File: config.mk
export PLATFORM = sky130hd
export DESIGN_NAME = xor_arbiter_flat
export DESIGN_NICKNAME = d
export VERILOG_FILES = /design/src/rtl/xor_arbiter_if.sv /design/src/rtl/xor_arbiter.sv /design/src/flat_wrapper.sv
export SDC_FILE = /design/constraint.sdc
export NUM_CORES = 1
export LEC_CHECK = 0
export ABC_AREA = 1
export CAP_MARGIN = 20
export CORE_MARGIN = 2
export CORE_UTILIZATION = 44
export DETAILED_ROUTE_END_ITERATION = 8
export PLACE_DENSITY = 0.81
export SETUP_SLACK_MARGIN = 0.15
export SYNTH_ARGS = -nofsm -noshare
export SYNTH_HDL_FRONTEND = slang
export SYNTH_SLANG_ARGS = --single-unit
File: constraint.sdc
create_clock -name clk -period 2.5 [get_ports clk]
set_input_delay 0.5 -clock clk [delete_from_list [all_inputs] [get_ports clk]]
set_output_delay 0.5 -clock clk [all_outputs]
set_load 0.005 [all_outputs]
File: src/rtl/xor_arbiter_if.sv
// Bundle of request/operand/grant signals between requesters, the arbiter and
// the shared registered XOR unit.
interface xor_arbiter_if #(
  parameter int unsigned N_REQ = 4,
  parameter int unsigned W     = 4
);
  logic [N_REQ-1:0]   req;
  logic [N_REQ*W-1:0] a_in;
  logic [N_REQ*W-1:0] b_in;
  logic [N_REQ-1:0]   gnt;
  logic [N_REQ-1:0]   done;
  logic [W-1:0]       res;
  logic               xu_en;
  logic [W-1:0]       xu_a;
  logic [W-1:0]       xu_b;
  logic [W-1:0]       xu_z;
  logic               busy;

  modport master (
    output req, a_in, b_in, xu_z,
    input  gnt, done, res, xu_en, xu_a, xu_b, busy
  );

  modport slave (
    input  req, a_in, b_in, xu_z,
    output gnt, done, res, xu_en, xu_a, xu_b, busy
  );
endinterface

File: src/rtl/xor_arbiter.sv
// Four-requester arbiter sharing one registered XOR unit (IDLE/ISSUE/WAIT/RESP).
// Define XOR_ARB_FIXED_PRIO_EN for fixed lowest-index priority instead of round-robin.
module xor_arbiter #(
  parameter int unsigned N_REQ = 4,
  parameter int unsigned W     = 4
) (
  input  logic        clk,
  input  logic        rst,
  xor_arbiter_if.slave bus
);
  localparam int unsigned PW = $clog2(N_REQ);

  typedef enum logic [1:0] {IDLE, ISSUE, WAIT, RESP} state_t;

  state_t           state_q, state_d;
  logic [PW-1:0]    ptr_q, ptr_d;
  logic [N_REQ-1:0] gnt_q, gnt_d;
  logic [N_REQ-1:0] done_q, done_d;
  logic [W-1:0]     res_q, res_d;
  logic [W-1:0]     opa_q, opa_d;
  logic [W-1:0]     opb_q, opb_d;
  logic             xu_en_q, xu_en_d;
  logic             busy_q, busy_d;

  logic             found;
  logic [PW-1:0]    win;
  logic [PW-1:0]    idx;

  // Winner search starting at ptr, wrapping at the top index.
  always_comb begin
    found = 1'b0;
    win   = '0;
    idx   = '0;
    for (int unsigned k = 0; k < N_REQ; k++) begin
      idx = ptr_q + PW'(k);
      if (!found && bus.req[idx]) begin
        found = 1'b1;
        win   = idx;
      end
    end
  end

  // Next-state and next-output logic.
  always_comb begin
    state_d = state_q;
    ptr_d   = ptr_q;
    gnt_d   = gnt_q;
    done_d  = '0;
    res_d   = res_q;
    opa_d   = opa_q;
    opb_d   = opb_q;
    xu_en_d = 1'b0;
    case (state_q)
      IDLE: begin
        gnt_d = '0;
        if (found) begin
          state_d = ISSUE;
          gnt_d   = N_REQ'(1) << win;
          opa_d   = bus.a_in[win*W +: W];
          opb_d   = bus.b_in[win*W +: W];
          xu_en_d = 1'b1;
`ifdef XOR_ARB_FIXED_PRIO_EN
          ptr_d   = '0;
`else
          ptr_d   = win + PW'(1);
`endif
        end
      end
      ISSUE: state_d = WAIT;
      WAIT: begin
        res_d   = bus.xu_z;
        done_d  = gnt_q;
        state_d = RESP;
      end
      RESP: begin
        gnt_d   = '0;
        state_d = IDLE;
      end
      default: begin
        gnt_d   = '0;
        state_d = IDLE;
      end
    endcase
    busy_d = (state_d != IDLE);
  end

  always_ff @(posedge clk) begin
    if (rst) begin
      state_q <= IDLE;
      ptr_q   <= '0;
      gnt_q   <= '0;
      done_q  <= '0;
      res_q   <= '0;
      opa_q   <= '0;
      opb_q   <= '0;
      xu_en_q <= 1'b0;
      busy_q  <= 1'b0;
    end else begin
      state_q <= state_d;
      ptr_q   <= ptr_d;
      gnt_q   <= gnt_d;
      done_q  <= done_d;
      res_q   <= res_d;
      opa_q   <= opa_d;
      opb_q   <= opb_d;
      xu_en_q <= xu_en_d;
      busy_q  <= busy_d;
    end
  end

  assign bus.gnt   = gnt_q;
  assign bus.done  = done_q;
  assign bus.res   = res_q;
  assign bus.xu_en = xu_en_q;
  assign bus.xu_a  = opa_q;
  assign bus.xu_b  = opb_q;
  assign bus.busy  = busy_q;
endmodule
File: src/flat_wrapper.sv
// flat-port wrapper written by rule: the top's interface ports become plain ports
module xor_arbiter_flat 
#(
  parameter int unsigned N_REQ = 4,
  parameter int unsigned W     = 4
)
  (clk, rst, bus_req, bus_a_in, bus_b_in, bus_xu_z, bus_gnt, bus_done, bus_res, bus_xu_en, bus_xu_a, bus_xu_b, bus_busy);
  xor_arbiter_if #(.N_REQ(N_REQ), .W(W)) bus_i ();
  input  logic clk;
  input  logic rst;
  input wire logic [$bits(bus_i.req)-1:0] bus_req;
  input wire logic [$bits(bus_i.a_in)-1:0] bus_a_in;
  input wire logic [$bits(bus_i.b_in)-1:0] bus_b_in;
  input wire logic [$bits(bus_i.xu_z)-1:0] bus_xu_z;
  output wire logic [$bits(bus_i.gnt)-1:0] bus_gnt;
  output wire logic [$bits(bus_i.done)-1:0] bus_done;
  output wire logic [$bits(bus_i.res)-1:0] bus_res;
  output wire logic [$bits(bus_i.xu_en)-1:0] bus_xu_en;
  output wire logic [$bits(bus_i.xu_a)-1:0] bus_xu_a;
  output wire logic [$bits(bus_i.xu_b)-1:0] bus_xu_b;
  output wire logic [$bits(bus_i.busy)-1:0] bus_busy;
  assign bus_i.req = bus_req;
  assign bus_i.a_in = bus_a_in;
  assign bus_i.b_in = bus_b_in;
  assign bus_i.xu_z = bus_xu_z;
  assign bus_gnt = bus_i.gnt;
  assign bus_done = bus_i.done;
  assign bus_res = bus_i.res;
  assign bus_xu_en = bus_i.xu_en;
  assign bus_xu_a = bus_i.xu_a;
  assign bus_xu_b = bus_i.xu_b;
  assign bus_busy = bus_i.busy;
  xor_arbiter #(.N_REQ(N_REQ), .W(W)) u_core (.clk(clk), .rst(rst), .bus(bus_i));
endmodule
==> metrics.md <==
| Metric | Value |
|---|---|
| Drt pass-1 iters | 4 |
| P per Cell Area | between 1000 and 1500 nW/µm² |
| Synth Area in Adders | 2.28% |
| Die X | about 65 µm |
| Reg2reg start | u_core.ptr_q[1] |
| Top-area cell type share of the netlist area | 31.7% |
| Drt drc | 0 |
| Largest fanout on the critical path | 22 |
| GR peak layer | met2 |
| Flop2flop setup slack | 0.41 ns |
| Path depth of the worst reg2reg path | 14 |
| Tcrit/Tclk final | 85.1% |
| Via count | 1749 |
| Hold depth | 2 |
| HPWL after DPL | between 3000 and 4000 µm |
| Minimum clock period | 2.13 ns |
| Count leader, synth | nand2_1 |
| I/O pin count | 64 |
| Slowest-stage cell, CP | clkdlybuf4s50_1 |
| Final setup fails | 0 |
| FP Rows | 22 |
| First-pass GRT wire length | 6950 µm |
| Sequential-to-total area share from yosys stat | 31.7% |
| Vias/cell | 4.80 |
| Critical path capture point | u_core.bus.xu_a[1] |
| CP Data Required Time | 2.67 ns |
| Area of the core | 3630 µm² |
| Power Total | 2920 µW |
| Vias in the first global route | 1611 |
| TritonCTS clock tree | done |
| Mapped cell area | 1640 µm² |
| Total global routing overflow | 0 |
| Post-CTS Setup Repair Bufs | 0 |
| Worst Setup Start Kind | primary input |
| Clk slew on worst S/H paths | roughly 0.090 ns |
| Final Hold Fails | 0 |
| Max Slew Vio Count | 0 |
| Cell type with the highest aggregate area in the netlist | dfxtp_1 |
| RSZ-0062 raised after global routing | no |
| Number of diodes | 0 |
| Final GP Congestion | 0.870 |
| Initial cell density of the core | 45.2% |
| Clock Tree Root | clkbuf_8 |
| Area Growth Syn to Fin | 43.5% |
| Gr usage total | 20.4% |
| Status | finished, final reports clean |
| Drt total wl | 3990 µm |
| Simple-gate portion of the synthesized area | a little under half |
| Clock Skew | about 0.0065 ns |
| Worst-path cell chain | clkdlybuf4s50_1 > inv_1 > nand2_1 > nand3_1 > nand2_4 > nor2_4 > nand2_1 > or2_1 > nand2_1 > inv_4 > nor2_1 > nor2_1 > nand2_1 > inv_1 |
| Post-synthesis mux area share | 0% |
| Worst reg2reg path endpoint | u_core.bus.xu_a[1] |
| CTS max path bufs | 2 |
| Worst vdd ir | 0.572 mV |
| Nets | around 360 |
| Global-route met2 utilization | 34.0% |
| XOR/XNOR share of the synthesized area | 0% |
| Syn_nets | 301 |
| Htree depth | 1 |
| Initial drt markers | 117 |
| Worst Hold Class | flop to flop |
| Setup TNS | 0 ns |
| LEAKAGE | 0.00110 µW |
| Area contributors post-synth | dfxtp_1 (32%), nand2_1 (20%), nand3_1 (10%) |
| Largest stage delay on the critical path | 0.41 ns |
| Crit path DAT | 2.30 ns |
| Yosys reg bits | 26 |
| Share of cells above drive strength 1 | 9.81% |
| DRT antenna net count | 0 |
| Initial antenna violation count | 0 |
| Cells after synthesis | 256 |
| GRT met1 Usage | a little over a quarter |
| Worst skew pair latency | 0.27 ns |
| Least-Margin Pin Slew | 0.417 ns |
| EDFF count, synth | 0 |
| Average wire per cell in the routed design | 11.0 µm |
| Largest net degree at the start of global routing | 23 |
| Syn avg cell area | 6.42 µm² |
| Clock Sinks | 26 |
| Fmax | 470 MHz |
| Port bufs | 63 |
| Met3 GRT Util | 4.11% |
| Die height | 65.1 µm |
| DIE AREA | 4240 µm² |
| Yosys cell types | 29 |
| Synth cell count leaders | nand2_1 (86), nand3_1 (33), nor2_1 (31) |
| Top FF cell, synth | dfxtp_1 |
| Num CTS Buffers | 3 |
| Crit path from | bus_req[1] |
| Async set-reset flop share out of synthesis | 0% |
| Max_cap viols | 0 |
| Crit path kind | primary input to flop |
| CP dominant cell by count | nand2_1 |
| Main combinational cell family by area after synthesis | simple AND/OR/NAND/NOR gates |
| Yosys warns | 0 |
| Synth Area in Compound Gates | under 10% |
| Worst setup EP type | flop |
| Max-slew headroom | between 70% and 80% |
[state kept, by name (all words and copies together) (netlist names)]
signal and flops:
u_core.state_q 2, u_core.bus.gnt 4, u_core.bus.xu_en 1, u_core.bus.res 4
u_core.ptr_q 2, u_core.bus.done 4, u_core.bus.xu_a 4, u_core.bus.xu_b 4
u_core.bus.busy 1
[metrics by stage]
| step | util [%] | instance area, µm² | instances | hold slack (ns) | setup WS (ns) |
|---|---|---|---|---|---|
| 2_1_floorplan | - | 1640 | 256 | 0.441 | 0.695 |
| 3_3_place_gp | 62.5 | 2270 | 360 | 0.442 | 0.0701 |
| 3_5_place_dp | 62.5 | 2270 | 360 | 0.448 | 0.0264 |
| 4_1_cts | 64.5 | 2340 | 364 | 0.464 | 0.298 |
| 5_1_grt | 64.9 | 2360 | 364 | 0.481 | 0.160 |
| 6_report | 64.9 | 2360 | 364 | 0.456 | 0.371 |
[layout make-up]
class                   count  area, µm²
multi-input cells         194        946
flip-flops and latches     26        520
repair buffers             67        661
clock inverters             1       30.0
well taps                  48       60.1
fillers                   327       1270
inverters                  25        101
clock buffers               3       41.3
[layer usage]
layer / part of all wire (%) / up-vias / wire, µm
met1: 46 / 752 / 1840
met3: 7.3 / 5 / 291
li1: - / 927 / -
met5: 0 / - / 0
met2: 45 / 65 / 1820
met4: 1.0 / 0 / 40
[critical path, delay by kind of cell]
family | cells | cell delay, ns
buffers and inverters | 4 | 0.62
and+or+nand+nor | 10 | 1.17
[worst min path at each step]
stage                                     to         startpoint  slack, ns
after global placement    u_core.bus.done[3]  u_core.bus.gnt[3]       0.44
after global routing      u_core.bus.done[3]  u_core.bus.gnt[3]       0.48
after detailed placement  u_core.bus.done[3]  u_core.bus.gnt[3]       0.45
final                     u_core.bus.done[3]  u_core.bus.gnt[3]       0.46
after CTS                 u_core.bus.done[3]  u_core.bus.gnt[3]       0.46
after floorplan           u_core.bus.done[3]  u_core.bus.gnt[3]       0.44
[cell usage in the layout (no fill, tap or decap)]
| cell | synthesis | routed |
|---|---|---|
| a21oi_2 | 1 | 1 |
| nor3_1 | 1 | 1 |
| clkdlybuf4s50_1 | 0 | 63 |
| o22ai_1 | 3 | 3 |
| inv_1 | 20 | 20 |
| dfxtp_1 | 26 | 26 |
| inv_2 | 3 | 2 |
| o21ai_2 | 2 | 2 |
| nand3_4 | 1 | 1 |
| buf_4 | 2 | 4 |
| nand3_2 | 1 | 2 |
| a21oi_1 | 2 | 2 |
| nand2_4 | 3 | 4 |
| clkbuf_8 | 0 | 3 |
| inv_4 | 2 | 3 |
| or2_1 | 1 | 1 |
| o21ai_1 | 1 | 2 |
| nand2_1 | 86 | 86 |
| nand2_2 | 5 | 4 |
| o21ai_0 | 13 | 12 |
| nor2_4 | 3 | 4 |
| nand3_1 | 33 | 32 |
| o211ai_1 | 1 | 1 |
| nor2_1 | 31 | 31 |
| nand4_1 | 2 | 2 |
| bufinv_16 | 0 | 1 |
| ha_1 | 3 | 3 |
[cells by family after synthesis]
family          after synthesis
compound gates               23
fa+ha+maj                     3
buf+inv                      36
simple gates                168
flops                        26
[report_power, final]
part	switching, µW	internal [µW]
clock	128	214
combinational	1160	777
sequential	81.8	560
total	1370	1550
[repair_timing]
item	in CTS	in global routing
setup endpoints to repair	0	8
resized for setup	0	6
hold buffers	0	0
(Power assumes the default switching activity.)
